==> src/rtl/startup_sequencer.sv <==
// Power-on startup sequencer: raises CH_NUM start enables one after another,
// each after its own programmable delay, with reverse shutdown and restart.
module startup_sequencer #(
  parameter int                        CH_NUM  = 4,
  parameter int                        CNT_W   = 16,
  parameter logic [CH_NUM*CNT_W-1:0]   DELAY   = {16'd100, 16'd100, 16'd200, 16'd50},
  parameter int                        OFF_GAP = 25
) (
  input  logic              i_clk_50,
  input  logic              i_rst_n,
  input  logic              i_stop,
  input  logic              i_restart,
  output logic [CH_NUM-1:0] o_start,
  output logic              o_all_on,
  output logic              o_busy,
  output logic              o_off
);

  localparam int IDX_W = (CH_NUM > 1) ? $clog2(CH_NUM) : 1;

  localparam logic [1:0] ST_WAIT = 2'd0;
  localparam logic [1:0] ST_RUN  = 2'd1;
  localparam logic [1:0] ST_STOP = 2'd2;
  localparam logic [1:0] ST_OFF  = 2'd3;

  localparam logic [IDX_W-1:0] IDX_LAST = IDX_W'(CH_NUM - 1);
  localparam logic [CNT_W-1:0] GAP_TGT  = CNT_W'(OFF_GAP - 1);

  if (CH_NUM < 1 || CH_NUM > 16) begin : g_bad_ch_num
    $error("startup_sequencer: CH_NUM must be in 1..16");
  end
  if (OFF_GAP < 1 || OFF_GAP > (2 ** CNT_W)) begin : g_bad_off_gap
    $error("startup_sequencer: OFF_GAP must be >= 1 and fit the counter");
  end

  // Each channel's terminal count; a programmed delay of 0 behaves as 1.
  logic [CNT_W-1:0] w_tgt_tab [CH_NUM];
  for (genvar g = 0; g < CH_NUM; g++) begin : g_tgt
    localparam int               DV = int'(DELAY[g*CNT_W +: CNT_W]);
    localparam logic [CNT_W-1:0] TG = CNT_W'((DV == 0) ? 0 : DV - 1);
    assign w_tgt_tab[g] = TG;
  end

  // Clears the most significant set bit of a channel vector.
  function automatic logic [CH_NUM-1:0] clr_top(input logic [CH_NUM-1:0] v);
    logic [CH_NUM-1:0] r;
    logic              done;
    r    = v;
    done = 1'b0;
    for (int k = CH_NUM - 1; k >= 0; k--) begin
      if (!done && v[k]) begin
        r[k] = 1'b0;
        done = 1'b1;
      end else begin
        done = done;
      end
    end
    return r;
  endfunction

  logic [1:0]        r_state;
  logic [IDX_W-1:0]  r_idx;
  logic [CNT_W-1:0]  r_cnt;
  logic [CH_NUM-1:0] r_start;
  logic              r_all_on;
  logic              r_busy;
  logic              r_off;

  logic [1:0]        w_state_n;
  logic [IDX_W-1:0]  w_idx_n;
  logic [CNT_W-1:0]  w_cnt_n;
  logic [CH_NUM-1:0] w_start_n;
  logic [CH_NUM-1:0] w_drop;
  logic [CNT_W-1:0]  w_tgt;

  // Next-state logic: stop beats restart in WAIT/RUN, restart beats stop in OFF.
  always_comb begin
    w_state_n = r_state;
    w_idx_n   = r_idx;
    w_cnt_n   = r_cnt;
    w_start_n = r_start;
    w_drop    = clr_top(r_start);
    w_tgt     = w_tgt_tab[r_idx];
    case (r_state)
      ST_WAIT, ST_RUN: begin
        if (i_stop) begin
          w_start_n = w_drop;
          w_cnt_n   = '0;
          w_idx_n   = '0;
          w_state_n = (w_drop == '0) ? ST_OFF : ST_STOP;
        end else if (r_state == ST_WAIT) begin
          if (r_cnt == w_tgt) begin
            w_start_n[r_idx] = 1'b1;
            w_cnt_n          = '0;
            if (r_idx == IDX_LAST) begin
              w_state_n = ST_RUN;
            end else begin
              w_idx_n = r_idx + IDX_W'(1);
            end
          end else begin
            w_cnt_n = r_cnt + CNT_W'(1);
          end
        end else begin
          w_state_n = ST_RUN;
        end
      end
      ST_STOP: begin
        if (r_cnt == GAP_TGT) begin
          w_start_n = w_drop;
          w_cnt_n   = '0;
          w_state_n = (w_drop == '0) ? ST_OFF : ST_STOP;
        end else begin
          w_cnt_n = r_cnt + CNT_W'(1);
        end
      end
      ST_OFF: begin
        w_start_n = '0;
        if (i_restart) begin
          w_state_n = ST_WAIT;
          w_idx_n   = '0;
          w_cnt_n   = '0;
        end else begin
          w_state_n = ST_OFF;
        end
      end
      default: begin
        w_state_n = ST_WAIT;
        w_idx_n   = '0;
        w_cnt_n   = '0;
        w_start_n = '0;
      end
    endcase
  end

  // State and registered outputs; flags follow the same edge as o_start.
  always_ff @(posedge i_clk_50 or negedge i_rst_n) begin
    if (!i_rst_n) begin
      r_state  <= ST_WAIT;
      r_idx    <= '0;
      r_cnt    <= '0;
      r_start  <= '0;
      r_all_on <= 1'b0;
      r_busy   <= 1'b1;
      r_off    <= 1'b0;
    end else begin
      r_state  <= w_state_n;
      r_idx    <= w_idx_n;
      r_cnt    <= w_cnt_n;
      r_start  <= w_start_n;
      r_all_on <= (w_state_n == ST_RUN);
      r_busy   <= (w_state_n == ST_WAIT) || (w_state_n == ST_STOP);
      r_off    <= (w_state_n == ST_OFF);
    end
  end

  assign o_start  = r_start;
  assign o_all_on = r_all_on;
  assign o_busy   = r_busy;
  assign o_off    = r_off;

endmodule

==> config.mk <==
export PLATFORM = sky130hd
export DESIGN_NAME = startup_sequencer
export DESIGN_NICKNAME = d
export VERILOG_FILES = /design/src/rtl/startup_sequencer.sv
export SDC_FILE = /design/constraint.sdc
export NUM_CORES = 1
export LEC_CHECK = 0
export CORE_UTILIZATION = 54
export DETAILED_ROUTE_END_ITERATION = 12
export PLACE_DENSITY = 0.83
export SETUP_SLACK_MARGIN = 0.4
export SLEW_MARGIN = 20
export SYNTH_ARGS = -nofsm -noshare
export SYNTH_HDL_FRONTEND = slang
export SYNTH_SLANG_ARGS = --single-unit
==> constraint.sdc <==
create_clock -name i_clk_50 -period 2.3 [get_ports i_clk_50]
set_input_delay 0.345 -clock i_clk_50 [delete_from_list [all_inputs] [get_ports i_clk_50]]
set_output_delay 0.345 -clock i_clk_50 [all_outputs]
set_load 0.01 [all_outputs]
==> results of run 1 <==
-- per-stage QoR --
stage          area [um^2]  setup slack [ns]  instances  hold slack [ns]
6_report              1900             0.221        223            0.357
5_1_grt               1900             0.186        223            0.401
4_1_cts               1850             0.269        221            0.366
3_5_place_dp          1770             0.165        213            0.577
3_3_place_gp          1770             0.237        213            0.542
2_1_floorplan         1640             0.328        176           0.0494
-- cell families after synthesis --
family	synth area share, %
xor+xnor	8.09
fa+ha+maj	5.39
compound gates	11.9
simple gates	27.6
buf+inv	3.47
flops	41.7
mux	1.85
-- final timing paths --
kind	endpoint	slack (ns)	cells after the start
min reg2reg	o_start[0]	0.59	2
max in group asynchronous	o_busy	1.65	2
min in group i_clk_50	o_start[0]	0.59	2
max	o_start[2]	0.22	7
max reg2reg	o_start[2]	0.22	7
min	r_state[0]	0.36	2
-- per-layer routing --
layer | global-route usage (%) | part of all wire (%) | vias to the layer above
met2 | 42.0 | 51 | 47
met4 | 13.6 | 1.4 | 0
met1 | 31.5 | 43 | 681
li1 | - | - | 657
met5 | 0 | 0 | -
met3 | 4.61 | 5.0 | 9
-- what timing repair did --
item,CTS,global route
gates resized for setup,5,9
pin swaps,1,5
endpoints found under the setup margin,23,24
endpoints found under the hold margin,0,0
buffers inserted,4,2
-- registers in the layout (all words and copies together), names as in the netlist --
| name | flops |
|---|---|
| o_start | 4 |
| o_all_on | 1 |
| r_idx | 2 |
| r_cnt | 16 |
| o_off | 1 |
| o_busy | 1 |
| r_state | 2 |
-- power breakdown --
| part | leakage (uW) | internal, uW | total, uW | switching (uW) |
|---|---|---|---|---|
| Clock | 0.0000177 | 65.2 | 204 | 139 |
| Combinational | 0.000484 | 420 | 988 | 568 |
| Sequential | 0.000353 | 598 | 795 | 197 |
-- cell usage in the layout (no fill, tap or decap), types with 2 or more instances in the layout --
master	count
a31oi_1	3
xor2_1	11
a211oi_1	4
clkdlybuf4s50_1	10
ha_1	6
and4_1	2
clkbuf_4	3
o211ai_1	2
o21ai_0	5
nand3_1	7
nand4_1	6
nor4_4	3
nand2_1	14
and2_1	3
o211a_1	2
dfrtp_1	23
buf_4	8
a21oi_1	5
xnor2_1	4
dfrtp_2	3
nor3_1	5
and3_1	3
inv_1	5
nor2_1	27
mux2i_1	3
nand2_2	2
-- layout make-up --
class                      instances  area, um^2  share of cell area [%]
tap                               31        38.8                    2.04
clock buffer                       3        22.5                    1.18
timing repair buffer              19         171                    9.02
sequential                        27         681                    35.8
inverter                           7        28.8                    1.51
clock inverter                     1        5.00                   0.263
multi-input combinational        135         953                    50.2
-- synthesized netlist by cell type (2+ instances only) --
cell type	count	area (um^2)
nor2_1	28	105
dfrtp_1	26	651
nand2_1	15	56.3
xor2_1	11	96.3
ha_1	7	87.6
inv_1	7	26.3
nand3_1	7	35.0
nand4_1	6	37.5
nor3_1	6	30.0
a211oi_1	5	37.5
a21oi_1	5	25.0
o21ai_0	5	25.0
a31oi_1	4	25.0
clkbuf_1	4	15.0
xnor2_1	4	35.0
and2_1	3	18.8
and3_1	3	18.8
buf_2	3	15.0
mux2i_1	3	30.0
and4_1	2	17.5
nor4_4	2	42.5
o211a_1	2	20.0
o211ai_1	2	15.0
==> run summary, run 1 <==
================================================================================
Synthesized netlist net count                                                187
DR vias/cell                                                                6.25
Pin slew with the least headroom to its limit                           0.535 ns
Setup repair after global routing missed its margin                          yes
Detail-routed net length per standard cell                               16.7 um
Number of fill cells                                                         223
Starting density of the core                                               57.9%
Total power of the final layout                                          1990 uW
Startpoint kind of the worst setup timing path                              flop
Synth Register Bits                                                           27
Mapped Avg Cell Area                                                   9.23 um^2
Total power divided by cell area                                    1050 mW/mm^2
Core occupancy in the finished layout                                      67.8%
Fin. max-slew vios                                                             0
CP Data Required Time                                                    2.53 ns
I/O pin count                                                                 11
CTS H-tree lvls                                                                1
Start point of the critical path                                        r_idx[0]
EDFF count, synth                                                              0
Shortest clock period the worst path allows after layout                 2.08 ns
Combined buffer and inverter count along the critical path                     1
Fraction of final layout cells sized beyond drive strength 1               17.2%
Final clock skew                                                       0.0132 ns
Fin Setup TNS                                                               0 ns
Count of TritonRoute iterations in the first routing pass                      8
Via count of the first global-routing pass                                  1411
Final period util                                                          90.4%
Final hold vios                                                                0
RD Place Congestion                                                        0.813
Starting DRC count in detailed routing                                        65
Inserted Clock Buffers                                                         3
Delay of the slowest cell on the worst path                              0.58 ns
Fmax                                                                     481 MHz
Count of antenna diodes in the layout                                          0
Path category of the worst min-delay check                          primary input to asynchronous set/reset pin
Critical register-to-register path startpoint                           r_idx[0]
Maximum number of pins on one net before global-route repair                  28
Clock Root Buffer                                                       clkbuf_4
Run status                                                          complete, but fails checks
# hold bufs at CTS                                                             0
Worst-case vdd ir drop                                                  0.534 mV
Synthesized area                                                    0.00162 mm^2
Highest-delay cell along the critical path                                 or4_4
Crit path DAT                                                            2.31 ns
Slew headroom                                                              64.1%
Critical Path End Type                                                      flop
Post-synthesis cell count                                                    176
Global-route usage over all layers                                         25.4%
Clock tree buffer depth                                                        2
Synth Flop Type                                                          dfrtp_1
Clock Latency Late Sink                                                  0.33 ns
Async SR Flop Fraction                                                      100%
Total grt overflow                                                             0
Family with the most delay on the worst path                        simple AND/OR/NAND/NOR gates
Post-synth cell types                                                         39
Total Die Area                                                      0.00323 mm^2
Die Y-Extent                                                             56.8 um
Final setup violation count                                                    0
Total of warnings raised by yosys                                              0
Area delta synth->final                                                    17.0%
Share of the yosys chip area belonging to registers                        41.7%
Number of standard-cell rows in the floorplan                                 19
Number of max-capacitance violations reported                                  0
Failing checks                                                               DRC
Sum of net half-perimeters after detailed placement                      2530 um
Die W                                                                    56.8 um
Clock tree from TritonCTS                                                    yes
Port buffer count                                                             10
Layout net count                                                             204
CTS sink count                                                                27
Final routed wirelength across all metal layers                          3720 um
Total number of vias                                                        1394
Number of antenna violations at the first check in global routing              0
Critical Setup Path Class                                           flop to flop
Chain of cells forming the critical path                            inv_4 > ha_4 > and4bb_2 > a31oi_4 > or4_4 > mux2i_1 > o221a_1
Static Leakage                                                       0.000855 uW
Placeable Area                                                      0.00281 mm^2
Final routed DRC violation total                                               3
Wire length of the first global-routing pass                             6300 um
Crit Path Max Fanout                                                           4
Detail Route Antenna Nets                                                      0
Clock Pin Slew Worst Setup and Hold Paths                                0.15 ns
================================================================================
(Power assumes the default switching activity.)
==> run 2, diff against run 1 <==
ABC_CLOCK_PERIOD_IN_PS = 2300   (was default)
==> results of run 2 <==
No change in the layout: final DEF, timing and power equal those of run 1.
